File: config.mk
export PLATFORM = sky130hd
export DESIGN_NAME = airi5c_dm_regaccess_flat
export DESIGN_NICKNAME = d
export VERILOG_FILES = /design/src/rtl/airi5c_dm_regaccess_if.sv /design/src/rtl/airi5c_dm_regaccess.sv /design/src/flat_wrapper.sv
export SDC_FILE = /design/constraint.sdc
export NUM_CORES = 1
export LEC_CHECK = 0
export ABC_AREA = 1
export CORE_MARGIN = 5
export CORE_UTILIZATION = 25
export CTS_BUF_LIST = sky130_fd_sc_hd__clkbuf_2 sky130_fd_sc_hd__clkbuf_4 sky130_fd_sc_hd__clkbuf_8
export DETAILED_ROUTE_END_ITERATION = 8
export GPL_ROUTABILITY_DRIVEN = 0
export SLEW_MARGIN = 20
export SYNTH_ARGS = -nofsm -noshare
export SYNTH_HDL_FRONTEND = slang
export SYNTH_SLANG_ARGS = --single-unit
export TNS_END_PERCENT = 20
File: constraint.sdc
create_clock -name clk_i -period 5.3 [get_ports clk_i]
set_clock_uncertainty 0.2 [all_clocks]
set_input_delay 1.06 -clock clk_i [delete_from_list [all_inputs] [get_ports clk_i]]
set_output_delay 1.06 -clock clk_i [all_outputs]
set_load 0.02 [all_outputs]
File: src/rtl/airi5c_dm_regaccess_if.sv
// Signal bundle between the DMI register block / register file and the
// abstract-command "Access Register" engine.
interface airi5c_dm_regaccess_if;
    logic        cmd_valid_i;
    logic [31:0] cmd_i;
    logic [31:0] cmd_o;
    logic        data0_we_i;
    logic [31:0] data0_wd_i;
    logic [31:0] data0_o;
    logic [2:0]  cmderr_clr_i;
    logic [2:0]  cmderr_o;
    logic        busy_o;
    logic        done_o;
    logic        halted_i;
    logic [4:0]  dm_wara_o;
    logic [31:0] dm_wd_o;
    logic        dm_wen_o;
    logic        dm_sel_fpu_reg_o;
    logic [31:0] dm_rd_i;

    modport master (
        output cmd_valid_i, cmd_i, data0_we_i, data0_wd_i, cmderr_clr_i, halted_i, dm_rd_i,
        input  cmd_o, data0_o, cmderr_o, busy_o, done_o,
               dm_wara_o, dm_wd_o, dm_wen_o, dm_sel_fpu_reg_o
    );

    modport slave (
        input  cmd_valid_i, cmd_i, data0_we_i, data0_wd_i, cmderr_clr_i, halted_i, dm_rd_i,
        output cmd_o, data0_o, cmderr_o, busy_o, done_o,
               dm_wara_o, dm_wd_o, dm_wen_o, dm_sel_fpu_reg_o
    );
endinterface

File: src/rtl/airi5c_dm_regaccess.sv
// Abstract "Access Register" command engine: validates a command against hart
// state and moves data between data0 and a GPR/FPR through the regfile debug port.
module airi5c_dm_regaccess #(
    parameter bit HAS_FPU = 1'b0,
    parameter int NUM_GPR = 32
) (
    input  logic                  clk_i,
    input  logic                  rst_ni,
    airi5c_dm_regaccess_if.slave  bus
);

    typedef enum logic [1:0] {IDLE, DECODE, ACCESS, DONE} state_e;

    state_e      state_q, state_d;
    logic [31:0] cmd_q;
    logic [31:0] data0_q;
    logic [2:0]  cmderr_q, cmderr_d;
    logic [2:0]  err_code;
    logic        err_q, err_d;
    logic        busy;
    logic        accept;

    // GPRs live at 0x1000.., FPRs at 0x1020..0x103F
    function automatic logic regno_supported(input logic [15:0] regno);
        logic gpr_ok;
        logic fpr_ok;
        gpr_ok = (regno[15:5] == 11'h080) && (int'(regno[4:0]) < NUM_GPR);
        fpr_ok = HAS_FPU && (regno[15:5] == 11'h081);
        return gpr_ok || fpr_ok;
    endfunction

    assign busy   = (state_q != IDLE);
    assign accept = (state_q == IDLE) && bus.cmd_valid_i && (cmderr_q == 3'd0);

    always_comb begin
        state_d              = state_q;
        err_d                = err_q;
        err_code             = 3'd0;
        bus.dm_wen_o         = 1'b0;
        bus.dm_wara_o        = 5'd0;
        bus.dm_sel_fpu_reg_o = 1'b0;
        bus.done_o           = 1'b0;
        case (state_q)
            IDLE: begin
                if (accept) state_d = DECODE;
            end
            DECODE: begin
                if ((cmd_q[31:24] != 8'd0) || (cmd_q[22:20] != 3'd2) || cmd_q[18])
                    err_code = 3'd2;
                else if (cmd_q[17] && !regno_supported(cmd_q[15:0]))
                    err_code = 3'd2;
                else if (!bus.halted_i)
                    err_code = 3'd4;
                err_d   = (err_code != 3'd0);
                state_d = (err_d || !cmd_q[17]) ? DONE : ACCESS;
            end
            ACCESS: begin
                bus.dm_wara_o        = cmd_q[4:0];
                bus.dm_sel_fpu_reg_o = cmd_q[5];
                bus.dm_wen_o         = cmd_q[16];
                state_d              = DONE;
            end
            DONE: begin
                bus.done_o = 1'b1;
                state_d    = IDLE;
            end
            default: state_d = IDLE;
        endcase
    end

    // A sticky error is only ever written from zero; the clear mask is applied last
    always_comb begin
        cmderr_d = cmderr_q;
        if (cmderr_q == 3'd0) begin
            if (err_code != 3'd0)
                cmderr_d = err_code;
            else if (busy && (bus.cmd_valid_i || bus.data0_we_i))
                cmderr_d = 3'd1;
        end
        cmderr_d = cmderr_d & ~bus.cmderr_clr_i;
    end

    always_ff @(posedge clk_i or negedge rst_ni) begin
        if (!rst_ni) begin
            state_q  <= IDLE;
            err_q    <= 1'b0;
            cmderr_q <= 3'd0;
        end else begin
            state_q  <= state_d;
            err_q    <= err_d;
            cmderr_q <= cmderr_d;
        end
    end

    always_ff @(posedge clk_i or negedge rst_ni) begin
        if (!rst_ni) begin
            cmd_q <= 32'd0;
        end else if (accept) begin
            cmd_q <= bus.cmd_i;
        end else if ((state_q == DONE) && cmd_q[19] && !err_q) begin
            cmd_q[15:0] <= cmd_q[15:0] + 16'd1;
        end
    end

    always_ff @(posedge clk_i or negedge rst_ni) begin
        if (!rst_ni) begin
            data0_q <= 32'd0;
        end else if ((state_q == ACCESS) && !cmd_q[16]) begin
            data0_q <= bus.dm_rd_i;
        end else if (bus.data0_we_i && !busy) begin
            data0_q <= bus.data0_wd_i;
        end
    end

    assign bus.busy_o   = busy;
    assign bus.cmd_o    = cmd_q;
    assign bus.data0_o  = data0_q;
    assign bus.cmderr_o = cmderr_q;
    assign bus.dm_wd_o  = data0_q;

endmodule

File: src/flat_wrapper.sv
// flat-port wrapper written by rule: the top's interface ports become plain ports
module airi5c_dm_regaccess_flat 
#(
    parameter bit HAS_FPU = 1'b0,
    parameter int NUM_GPR = 32
)
  (clk_i, rst_ni, bus_cmd_valid_i, bus_cmd_i, bus_data0_we_i, bus_data0_wd_i, bus_cmderr_clr_i, bus_halted_i, bus_dm_rd_i, bus_cmd_o, bus_data0_o, bus_cmderr_o, bus_busy_o, bus_done_o, bus_dm_wara_o, bus_dm_wd_o, bus_dm_wen_o, bus_dm_sel_fpu_reg_o);
  airi5c_dm_regaccess_if bus_i ();
  input  logic clk_i;
  input  logic rst_ni;
  input wire logic [$bits(bus_i.cmd_valid_i)-1:0] bus_cmd_valid_i;
  input wire logic [$bits(bus_i.cmd_i)-1:0] bus_cmd_i;
  input wire logic [$bits(bus_i.data0_we_i)-1:0] bus_data0_we_i;
  input wire logic [$bits(bus_i.data0_wd_i)-1:0] bus_data0_wd_i;
  input wire logic [$bits(bus_i.cmderr_clr_i)-1:0] bus_cmderr_clr_i;
  input wire logic [$bits(bus_i.halted_i)-1:0] bus_halted_i;
  input wire logic [$bits(bus_i.dm_rd_i)-1:0] bus_dm_rd_i;
  output wire logic [$bits(bus_i.cmd_o)-1:0] bus_cmd_o;
  output wire logic [$bits(bus_i.data0_o)-1:0] bus_data0_o;
  output wire logic [$bits(bus_i.cmderr_o)-1:0] bus_cmderr_o;
  output wire logic [$bits(bus_i.busy_o)-1:0] bus_busy_o;
  output wire logic [$bits(bus_i.done_o)-1:0] bus_done_o;
  output wire logic [$bits(bus_i.dm_wara_o)-1:0] bus_dm_wara_o;
  output wire logic [$bits(bus_i.dm_wd_o)-1:0] bus_dm_wd_o;
  output wire logic [$bits(bus_i.dm_wen_o)-1:0] bus_dm_wen_o;
  output wire logic [$bits(bus_i.dm_sel_fpu_reg_o)-1:0] bus_dm_sel_fpu_reg_o;
  assign bus_i.cmd_valid_i = bus_cmd_valid_i;
  assign bus_i.cmd_i = bus_cmd_i;
  assign bus_i.data0_we_i = bus_data0_we_i;
  assign bus_i.data0_wd_i = bus_data0_wd_i;
  assign bus_i.cmderr_clr_i = bus_cmderr_clr_i;
  assign bus_i.halted_i = bus_halted_i;
  assign bus_i.dm_rd_i = bus_dm_rd_i;
  assign bus_cmd_o = bus_i.cmd_o;
  assign bus_data0_o = bus_i.data0_o;
  assign bus_cmderr_o = bus_i.cmderr_o;
  assign bus_busy_o = bus_i.busy_o;
  assign bus_done_o = bus_i.done_o;
  assign bus_dm_wara_o = bus_i.dm_wara_o;
  assign bus_dm_wd_o = bus_i.dm_wd_o;
  assign bus_dm_wen_o = bus_i.dm_wen_o;
  assign bus_dm_sel_fpu_reg_o = bus_i.dm_sel_fpu_reg_o;
  airi5c_dm_regaccess #(.HAS_FPU(HAS_FPU), .NUM_GPR(NUM_GPR)) u_core (.clk_i(clk_i), .rst_ni(rst_ni), .bus(bus_i));
endmodule
==> metrics.cfg <==
[grt]
grt_max_degree = 71
overflow = 0
grt_pass1_vias = 3903
grtUsageTotal = 0.147
grt_pass1_wl_mm = 21.1
grt_antenna_before_repair = 0

[worst_setup_path]
cp_top_family = buffers and inverters
path_cells = inv_1 > ha_1 > nand2_1 > inv_1 > clkdlybuf4s50_1
r2r_end = u_core.bus.cmd_o[8]
r2r_cells = 10
cp_common_cell = inv_1
crit_end = bus_dm_wara_o[2]
critical_path_depth = 5
cp_max_fo = 8
r2r_slack_ps = 2430
arrival_ps = 2110
setup.worst_path.start = u_core.state_q[0]
critPathBufInv = 3
slowest_delay_ps = 650
critPathKind = register to output pin
start_kind = register
rr_startpoint = u_core.state_q[0]
crit_path_end_kind = output pin
slowest_stage = clkdlybuf4s50_1
critPathRequiredTime_ps = 4040

[drt]
vias_per_cell = 4.35
dr.pass1.iters = 6
wire_per_inst_um = 14.9
drtIter0Drc = 175
vias = 3946
wirelength_mm = 13.5
drc = 0
ant_nets = 0

[sta]
fin_crit_ps = 3370
maxSlewHeadroom = 0.363
tns_ps = 0
setup_viol = 0
post-route-period-util = 0.635
rsz0062_at_grt = no
finalHoldViolCount = 0
max_freq_mhz = 297
drv_slew = 0
worstMarginPinSlew_ps = 956
whs_ps = 277

[clocking]
htreeDepth = 3
holdBufCountCts = 0
clock_path_buffers = 2
clock_sinks = 70
post_cts_buffers = 0
cts.reportedPaths.clkPinSlew_ps = 80
postCtsResizedCells = 0
cts_made_buffers = 9
cts_tree = yes
clk_latency_ps = 360
root_buffer = clkbuf_8

[die]
core_um2 = 15700
dieHeight_um = 136
die_x_um = 136
io-pin-count = 212
placementRows = 46
die_area_um2 = 18400
start_util = 0.251

[synth]
async_flop_share = 1.00
yosysWarnings = 0
avgSynthCellArea_um2 = 7.68
synth_cell_type_count = 34
synth-seq-cells = 70
syn_area_um2 = 3950
synth_edf_count = 0
ys_seq_area_frac = 0.443
syn_inst = 514
syn_nets = 624
synth_flop_cell = dfrtp_1

[cells_and_area]
syn2layout_area_growth_pct = 56.6
diodes = 0
final_nets = 796
drive_gt1_frac = 0.0709

[job]
drv_cap = 0

[power_and_ir_drop]
power.leakage_nw = 2.72
finalPower_w = 0.00378
powerDensity_nw_per_um2 = 611
ir_drop_mv = 0.201

[place]
hpwl_mm = 10.0
portBuffers = 211

[outcome]
run_status = finished clean

[hold_path]
hold_start = u_core.bus.cmd_o[23]
hold_class = register to register

[routing by layer]
layer,part of all wire,global-route usage,vias to the layer above
li1,-,-,1973
met1,0.43,0.189,1789
met2,0.45,0.231,169
met3,0.098,0.0475,15
met4,0.016,0.0504,0
met5,0,0,-
[worst min-delay path by stage]
stage,to,cells past startpoint
2_1_floorplan,u_core.err_q,2
3_3_place_gp,u_core.bus.cmd_o[23],2
3_5_place_dp,u_core.bus.cmd_o[23],2
4_1_cts,u_core.bus.cmd_o[23],2
5_1_grt,u_core.bus.cmd_o[23],2
6_report,u_core.bus.cmd_o[23],2
[logic make-up (layout without fill, tap and decap cells)]
kind of cell,Yosys count,count (layout),share of synthesized area
simple gates,237,237,0.265
xor+xnor,1,1,0.00222
compound gates,102,102,0.136
flops,70,70,0.443
buf+inv,98,275,0.134
fa+ha+maj,6,6,0.0190
[state kept, by name (all words and copies together) (netlist names)]
register,count
u_core.err_q,1
u_core.bus.cmd_o,32
u_core.state_q,2
u_core.bus.data0_o,32
u_core.bus.cmderr_o,3
[where the power goes]
part           internal (W)  total (W)  leakage [nW]  switching [W]
sequential         0.000791    0.00105         0.850       0.000256
combinational      0.000998    0.00230          1.77        0.00130
clock              0.000232   0.000439         0.101       0.000207
total               0.00202    0.00378          2.72        0.00176
[placed cells by master (no fill, tap or decap), drive strengths merged]
cell | Yosys | layout
o211ai | 4 | 4
nand4 | 5 | 5
dfrtp | 70 | 70
a21oi | 6 | 6
bufinv | 0 | 1
nand2 | 135 | 135
o22ai | 3 | 3
or2 | 1 | 1
clkinvlp | 0 | 1
nor3 | 9 | 9
clkdlybuf4s50 | 0 | 210
nand3b | 1 | 1
clkbuf | 6 | 12
o21bai | 1 | 1
nand3 | 24 | 24
nor2 | 60 | 60
o21a | 1 | 1
ha | 6 | 6
a211oi | 2 | 2
and2 | 1 | 1
xor2 | 1 | 1
o21ai | 82 | 82
a31oi | 3 | 3
clkinv | 0 | 2
buf | 47 | 4
inv | 45 | 45
nor4 | 1 | 1
[synthesized netlist by cell type (2+ instances only)]
library cell / n / area (um^2)
clkbuf_1: 6 / 22.5
nand2_1: 131 / 492
a31oi_1: 3 / 18.8
buf_4: 34 / 255
ha_1: 6 / 75.1
o22ai_1: 3 / 18.8
nor2_1: 53 / 199
nand3_1: 20 / 100
nor2_2: 3 / 18.8
nor2_4: 3 / 33.8
nand2_2: 2 / 12.5
dfrtp_1: 70 / 1750
a21oi_1: 6 / 30.0
inv_1: 33 / 124
nand3_2: 4 / 40.0
a211oi_1: 2 / 15.0
o211ai_1: 4 / 30.0
inv_2: 12 / 45.0
o21ai_0: 33 / 165
buf_6: 3 / 33.8
nor3_1: 8 / 40.0
nand4_1: 5 / 31.3
nand2_4: 2 / 22.5
o21ai_1: 49 / 245
buf_2: 10 / 50.1
[cell type report]
cell class                      count  area, um^2
Clock inverter                      4        47.5
Sequential cell                    70        1750
Inverter                           45         169
Fill cell                        1678        9530
Timing Repair Buffer              214        2130
Clock buffer                       12         146
Tap cell                          216         270
Multi-Input combinational cell    346        1670
[worst min-delay path: cells and delay by family (launching register included)]
kind          cells  cell delay (ps)
simple gates      2              100
flops             1              340
[through the flow]
step	utilization	worst slack, ps	area [um^2]	std cells
after floorplan	-	3040	3950	514
after global placement	0.381	1720	5990	891
after detailed placement	0.381	1730	5990	891
after CTS	0.394	1860	6180	907
after global routing	0.394	1770	6180	907
final	0.394	1930	6180	907
(Power assumes the default switching activity.)
